## config.mk

```make
export PLATFORM = sky130hd
export DESIGN_NAME = uart_tx_arbiter_flat
export DESIGN_NICKNAME = d
export VERILOG_FILES = /design/src/rtl/uart_tx_arbiter_if.sv /design/src/rtl/uart_tx_arbiter.sv /design/src/flat_wrapper.sv
export SDC_FILE = /design/constraint.sdc
export NUM_CORES = 1
export LEC_CHECK = 0
export CAP_MARGIN = 10
export CORE_ASPECT_RATIO = 0.8
export CORE_MARGIN = 2
export CORE_UTILIZATION = 45
export CTS_CLUSTER_SIZE = 30
export DETAILED_ROUTE_END_ITERATION = 8
export PLACE_DENSITY = 0.84
export SYNTH_ARGS = -nofsm -noshare
export SYNTH_HDL_FRONTEND = slang
export SYNTH_SLANG_ARGS = --single-unit
```

## constraint.sdc

```tcl
create_clock -name clk -period 2.8 [get_ports clk]
set_clock_uncertainty 0.15 [all_clocks]
set_input_delay 0.28 -clock clk [delete_from_list [all_inputs] [get_ports clk]]
set_output_delay 0.28 -clock clk [all_outputs]
set_load 0.02 [all_outputs]
```

## src/rtl/uart_tx_arbiter_if.sv

```systemverilog
// Requester and transmitter bundle for uart_tx_arbiter.
// The slave modport is the arbiter view; master is the requester/transmitter side.
interface uart_tx_arbiter_if #(
    parameter int NUM_REQ = 2
);
    logic [NUM_REQ-1:0]   req;
    logic [NUM_REQ-1:0]   byte_valid;
    logic [8*NUM_REQ-1:0] byte_data;
    logic [NUM_REQ-1:0]   byte_last;
    logic [NUM_REQ-1:0]   grant;
    logic [NUM_REQ-1:0]   byte_ack;
    logic                 tx_ready;
    logic                 tx_start;
    logic [7:0]           tx_data;

    modport slave (
        input  req, byte_valid, byte_data, byte_last, tx_ready,
        output grant, byte_ack, tx_start, tx_data
    );

    modport master (
        output req, byte_valid, byte_data, byte_last, tx_ready,
        input  grant, byte_ack, tx_start, tx_data
    );
endinterface

```

## src/rtl/uart_tx_arbiter.sv

```systemverilog
// Round-robin, packet-locked arbiter sharing one UART transmitter between
// NUM_REQ byte-stream requesters. Owns the slow tx_ready/tx_start handshake so
// requesters only see a one-cycle byte_ack per latched byte.
// Optional build macro ARB_TIMEOUT_EN adds an idle-grant watchdog (TIMEOUT cycles).
//
// state     | meaning
// ----------+-----------------------------------------------------------
// S_IDLE    | no owner; pick next requester from rr_ptr upward
// S_GRANT   | owner holds transmitter; waiting for a byte (or abort)
// S_WAIT_ACC| tx_start held until transmitter drops tx_ready
// S_WAIT_DONE| transmitter busy; wait for tx_ready before next byte/release
module uart_tx_arbiter #(
    parameter int NUM_REQ = 2,
    parameter int PTR_W   = $clog2(NUM_REQ),
    parameter int TIMEOUT = 4096
) (
    input  logic               clk,
    input  logic               rst,
    uart_tx_arbiter_if.slave   bus,
    output logic               busy,
    output logic               timeout
);

    typedef enum logic [1:0] {
        S_IDLE,
        S_GRANT,
        S_WAIT_ACC,
        S_WAIT_DONE
    } state_t;

    state_t             state_q, state_d;
    logic [NUM_REQ-1:0] grant_q, grant_d;
    logic [NUM_REQ-1:0] byte_ack_q, byte_ack_d;
    logic [PTR_W-1:0]   owner_q, owner_d;
    logic [PTR_W-1:0]   rr_ptr_q, rr_ptr_d;
    logic               last_q, last_d;
    logic               tx_start_q, tx_start_d;
    logic [7:0]         tx_data_q, tx_data_d;

    logic [PTR_W-1:0]   pick;
    logic               pick_vld;
    logic [PTR_W-1:0]   nxt_ptr;
    logic               rel_now;

`ifdef ARB_TIMEOUT_EN
    localparam int CNT_W = $clog2(TIMEOUT + 1);
    logic [CNT_W-1:0]   cnt_q, cnt_d;
    logic               timeout_q, timeout_d;
`endif

    // Round-robin search: first set req at offset 0..NUM_REQ-1 from rr_ptr, wrapping.
    always_comb begin
        pick     = '0;
        pick_vld = 1'b0;
        for (int k = NUM_REQ - 1; k >= 0; k--) begin
            int idx;
            idx = int'(rr_ptr_q) + k;
            if (idx >= NUM_REQ) idx = idx - NUM_REQ;
            if (bus.req[idx]) begin
                pick     = PTR_W'(idx);
                pick_vld = 1'b1;
            end
        end
    end

    assign nxt_ptr = (owner_q == PTR_W'(NUM_REQ - 1)) ? '0 : owner_q + PTR_W'(1);

    // Next-state and output decode; every exit from ownership funnels through rel_now.
    always_comb begin
        state_d    = state_q;
        grant_d    = grant_q;
        owner_d    = owner_q;
        rr_ptr_d   = rr_ptr_q;
        last_d     = last_q;
        tx_start_d = tx_start_q;
        tx_data_d  = tx_data_q;
        byte_ack_d = '0;
        rel_now    = 1'b0;
`ifdef ARB_TIMEOUT_EN
        cnt_d      = cnt_q;
        timeout_d  = 1'b0;
`endif
        case (state_q)
            S_IDLE: begin
                if (pick_vld) begin
                    grant_d       = '0;
                    grant_d[pick] = 1'b1;
                    owner_d       = pick;
                    state_d       = S_GRANT;
`ifdef ARB_TIMEOUT_EN
                    cnt_d         = '0;
`endif
                end
            end
            S_GRANT: begin
                // A valid byte wins over a simultaneous req drop; abort is seen next visit.
                if (bus.byte_valid[owner_q] && bus.tx_ready) begin
                    tx_data_d           = bus.byte_data[{owner_q, 3'b000} +: 8];
                    last_d              = bus.byte_last[owner_q];
                    tx_start_d          = 1'b1;
                    byte_ack_d[owner_q] = 1'b1;
                    state_d             = S_WAIT_ACC;
`ifdef ARB_TIMEOUT_EN
                    cnt_d               = '0;
`endif
                end else if (!bus.req[owner_q]) begin
                    rel_now = 1'b1;
                end
`ifdef ARB_TIMEOUT_EN
                else if (cnt_q == CNT_W'(TIMEOUT - 1)) begin
                    rel_now   = 1'b1;
                    timeout_d = 1'b1;
                end else begin
                    cnt_d = cnt_q + 1'b1;
                end
`endif
            end
            S_WAIT_ACC: begin
                // Transmitter samples start on its slow clock, so no cycle limit here.
                if (!bus.tx_ready) begin
                    tx_start_d = 1'b0;
                    state_d    = S_WAIT_DONE;
                end
            end
            S_WAIT_DONE: begin
                if (bus.tx_ready) begin
                    if (last_q) begin
                        rel_now = 1'b1;
                    end else begin
                        state_d = S_GRANT;
`ifdef ARB_TIMEOUT_EN
                        cnt_d   = '0;
`endif
                    end
                end
            end
            default: state_d = S_IDLE;
        endcase
        if (rel_now) begin
            grant_d  = '0;
            rr_ptr_d = nxt_ptr;
            state_d  = S_IDLE;
        end
    end

    // State and output registers; reset abandons any packet in flight.
    always_ff @(posedge clk) begin
        if (rst) begin
            state_q    <= S_IDLE;
            grant_q    <= '0;
            owner_q    <= '0;
            rr_ptr_q   <= '0;
            last_q     <= 1'b0;
            tx_start_q <= 1'b0;
            tx_data_q  <= 8'h00;
            byte_ack_q <= '0;
`ifdef ARB_TIMEOUT_EN
            cnt_q      <= '0;
            timeout_q  <= 1'b0;
`endif
        end else begin
            state_q    <= state_d;
            grant_q    <= grant_d;
            owner_q    <= owner_d;
            rr_ptr_q   <= rr_ptr_d;
            last_q     <= last_d;
            tx_start_q <= tx_start_d;
            tx_data_q  <= tx_data_d;
            byte_ack_q <= byte_ack_d;
`ifdef ARB_TIMEOUT_EN
            cnt_q      <= cnt_d;
            timeout_q  <= timeout_d;
`endif
        end
    end

    assign bus.grant    = grant_q;
    assign bus.byte_ack = byte_ack_q;
    assign bus.tx_start = tx_start_q;
    assign bus.tx_data  = tx_data_q;
    assign busy         = (state_q != S_IDLE);
`ifdef ARB_TIMEOUT_EN
    assign timeout      = timeout_q;
`else
    assign timeout      = 1'b0;
`endif

endmodule

```

## src/flat_wrapper.sv

```systemverilog
// flat-port wrapper written by rule: the top's interface ports become plain ports
module uart_tx_arbiter_flat 
#(
    parameter int NUM_REQ = 2,
    parameter int PTR_W   = $clog2(NUM_REQ),
    parameter int TIMEOUT = 4096
)
  (clk, rst, busy, timeout, bus_req, bus_byte_valid, bus_byte_data, bus_byte_last, bus_tx_ready, bus_grant, bus_byte_ack, bus_tx_start, bus_tx_data);
  uart_tx_arbiter_if #(.NUM_REQ(NUM_REQ)) bus_i ();
  input  logic clk;
  input  logic rst;
  output logic busy;
  output logic timeout;
  input wire logic [$bits(bus_i.req)-1:0] bus_req;
  input wire logic [$bits(bus_i.byte_valid)-1:0] bus_byte_valid;
  input wire logic [$bits(bus_i.byte_data)-1:0] bus_byte_data;
  input wire logic [$bits(bus_i.byte_last)-1:0] bus_byte_last;
  input wire logic [$bits(bus_i.tx_ready)-1:0] bus_tx_ready;
  output wire logic [$bits(bus_i.grant)-1:0] bus_grant;
  output wire logic [$bits(bus_i.byte_ack)-1:0] bus_byte_ack;
  output wire logic [$bits(bus_i.tx_start)-1:0] bus_tx_start;
  output wire logic [$bits(bus_i.tx_data)-1:0] bus_tx_data;
  assign bus_i.req = bus_req;
  assign bus_i.byte_valid = bus_byte_valid;
  assign bus_i.byte_data = bus_byte_data;
  assign bus_i.byte_last = bus_byte_last;
  assign bus_i.tx_ready = bus_tx_ready;
  assign bus_grant = bus_i.grant;
  assign bus_byte_ack = bus_i.byte_ack;
  assign bus_tx_start = bus_i.tx_start;
  assign bus_tx_data = bus_i.tx_data;
  uart_tx_arbiter #(.NUM_REQ(NUM_REQ), .PTR_W(PTR_W), .TIMEOUT(TIMEOUT)) u_core (.clk(clk), .rst(rst), .bus(bus_i), .busy(busy), .timeout(timeout));
endmodule
```

==> run metrics <==
Tcrit/Tclk final=75.4%; Post-route DRC=0; Die X=55.9 um; cts bufs inserted=3; antenna violations before repair=0; core area=0.00196 mm^2; DRT antenna net count=0; Peak Freq=474 MHz; die area=0.00254 mm^2; Seq cells post-synth=18; fill count=155; largest family of logic cells by synthesized area=compound AO/OA/AOI/OAI gates; Starting Density=49.4%; Pleak=0.489 nW; CTS root buf=clkbuf_4; WP data arrival=1.68 ns; Iteration-0 DRC Markers=14; final core occ=69.3%; setup TNS=0 ns; final instance area=0.00136 mm^2; post-synthesis compound-gate area fraction=22.9%; fraction of layout cells with a size suffix above 1=11.9%; Worst Tran Pin Value=0.736 ns; # hold bufs at CTS=0; gr ovfl total=0; WP data required=2.37 ns; top-area cell type share of the netlist area=37.2%; Simple-Gate Fraction of Synth Area=14.0%; pin count of the biggest net entering global routing=21; fin crit period=2.11 ns; fin cells=159; dpl hpwl=1750 um; crit path max fanout=4; Synth Area in XOR/XNOR=0%; P per Cell Area=711 mW/mm^2; Placed Area=0.00134 mm^2; YS warnings=0; Post-Synth Adder-Cell Area=5.17%; fin nets=166; synthesized area=968 um^2; placed insts=156; Hold Path Origin=u_core.bus.grant[0]; first-pass GRT wire length=3690 um; Distinct cells, synth=30; Final setup violation count=0; IO Pins=40; # resized after CTS=0; post-synthesis mux area share=12.9%; hold slack=0.360 ns; CTS tree=yes; Total Routed Length=2190 um; setup slack after layout=0.689 ns; run status=finished, final reports clean; CP Launch Type=flop; Cells after Synth=99; Async S/R FF share, synth=0%; number of max-cap violations=0; Avg Cell Area, Syn=9.78 um^2; diodes inserted=0; leading post-synthesis cells by cell area=dfxtp_1 37%, a211oi_2 12%, mux2i_1 11%; I/O Buffers=38; Worst-path clk slew=0.09 ns; EDFF count, synth=0; pre-CTS setup slack=0.890 ns; Final Hold Fails=0; vias in the first global route=850; Peak VDD IR=0.000613 V; CTS Buffer Depth=2; die height=45.5 um; DR WL/cell=13.8 um; worst skew pair latency=0.28 ns; Post-CTS Setup Repair Bufs=0; main flop type after synthesis=dfxtp_1; via count=856; CP Class=flop to output pin; Yosys top cell by area=dfxtp_1; sequential-to-total area share from yosys stat=37.2%; clk sinks=18; total global-route track usage=18.8%; most common cell in the netlist=dfxtp_1; Post-synth top cells=18 x dfxtp_1, 14 x nor2_1, 11 x mux2i_1; Total Power=0.966 mW; drt via density=5.38; crit path launch=u_core.state_q[0]; htree depth=1; gpl congestion=0.824; RSZ-0062 raised after global routing=no; Worst R2R Start=u_core.state_q[0]; Worst Hold Class=flop to flop; FP Rows=14; relative slew slack=50.8%; Slew Viols, Final=0; drt first pass iters=4; crit end category=output pin; Syn Nets=128; area grow syn2layout=40.3%
registers in the layout (all words and copies together), names as in the netlist:
signal               flops
u_core.bus.byte_ack      2
u_core.owner_q           1
u_core.bus.grant         2
u_core.bus.tx_start      1
u_core.last_q            1
u_core.rr_ptr_q          1
u_core.bus.tx_data       8
u_core.state_q           2
report_power, final:
part | internal (mW) | leakage, nW | switching [mW]
Clock | 0.0499 | 0.0138 | 0.0725
Sequential | 0.311 | 0.147 | 0.0410
Combinational | 0.238 | 0.329 | 0.254
Total | 0.599 | 0.489 | 0.367
layer usage:
metal / vias to the layer above / GRT usage, % / share of wire (%)
li1: 423 / - / -
met1: 412 / 22.8 / 45
met2: 19 / 33.8 / 51
met3: 2 / 4.83 / 2.9
met4: 0 / 5.71 / 0.87
met5: - / 0 / 0
logic make-up after synthesis:
family / count (synthesis)
other: 1
buffers and inverters: 12
adder cells (fa/ha/maj): 4
AO/OA/AOI/OAI: 26
flip-flops: 18
AND/OR/NAND/NOR: 26
multiplexers: 12
layout by cell type, fill, tap and decap left out, drive strengths merged, types with 2 or more instances in the layout:
cell	netlist	layout
a21boi	2	2
clkbuf	1	3
clkdlybuf4s50	0	38
a21oi	7	7
nand2	3	3
nor2	14	14
nor3b	2	2
a211oi	9	9
mux2i	11	11
ha	4	4
o21ai	3	3
dfxtp	18	18
inv	6	6
nand3	2	2
final timing paths:
kind,slack (ns),depth (start not counted),endpoint
worst min register to register,0.36,2,u_core.bus.grant[0]
worst min-delay path,0.36,2,u_core.bus.grant[0]
worst max register to register,1.03,6,u_core.state_q[0]
worst max-delay path,0.69,4,busy
critical path, cell delays in order (launching register included):
cell and delay [ns]:
dfxtp_1 0.40, inv_1 0.09, ha_1 0.25, inv_1 0.07
clkdlybuf4s50_1 0.59
final cells by class:
type | count | area, um^2 | share of cell area [%]
inverter | 6 | 22.5 | 1.66
sequential | 18 | 360 | 26.5
clock buffer | 3 | 22.5 | 1.66
tap | 24 | 30.0 | 2.21
timing repair buffer | 39 | 388 | 28.5
multi-input combinational | 69 | 536 | 39.4
No activity file was read; power rests on OpenSTA's default activity.
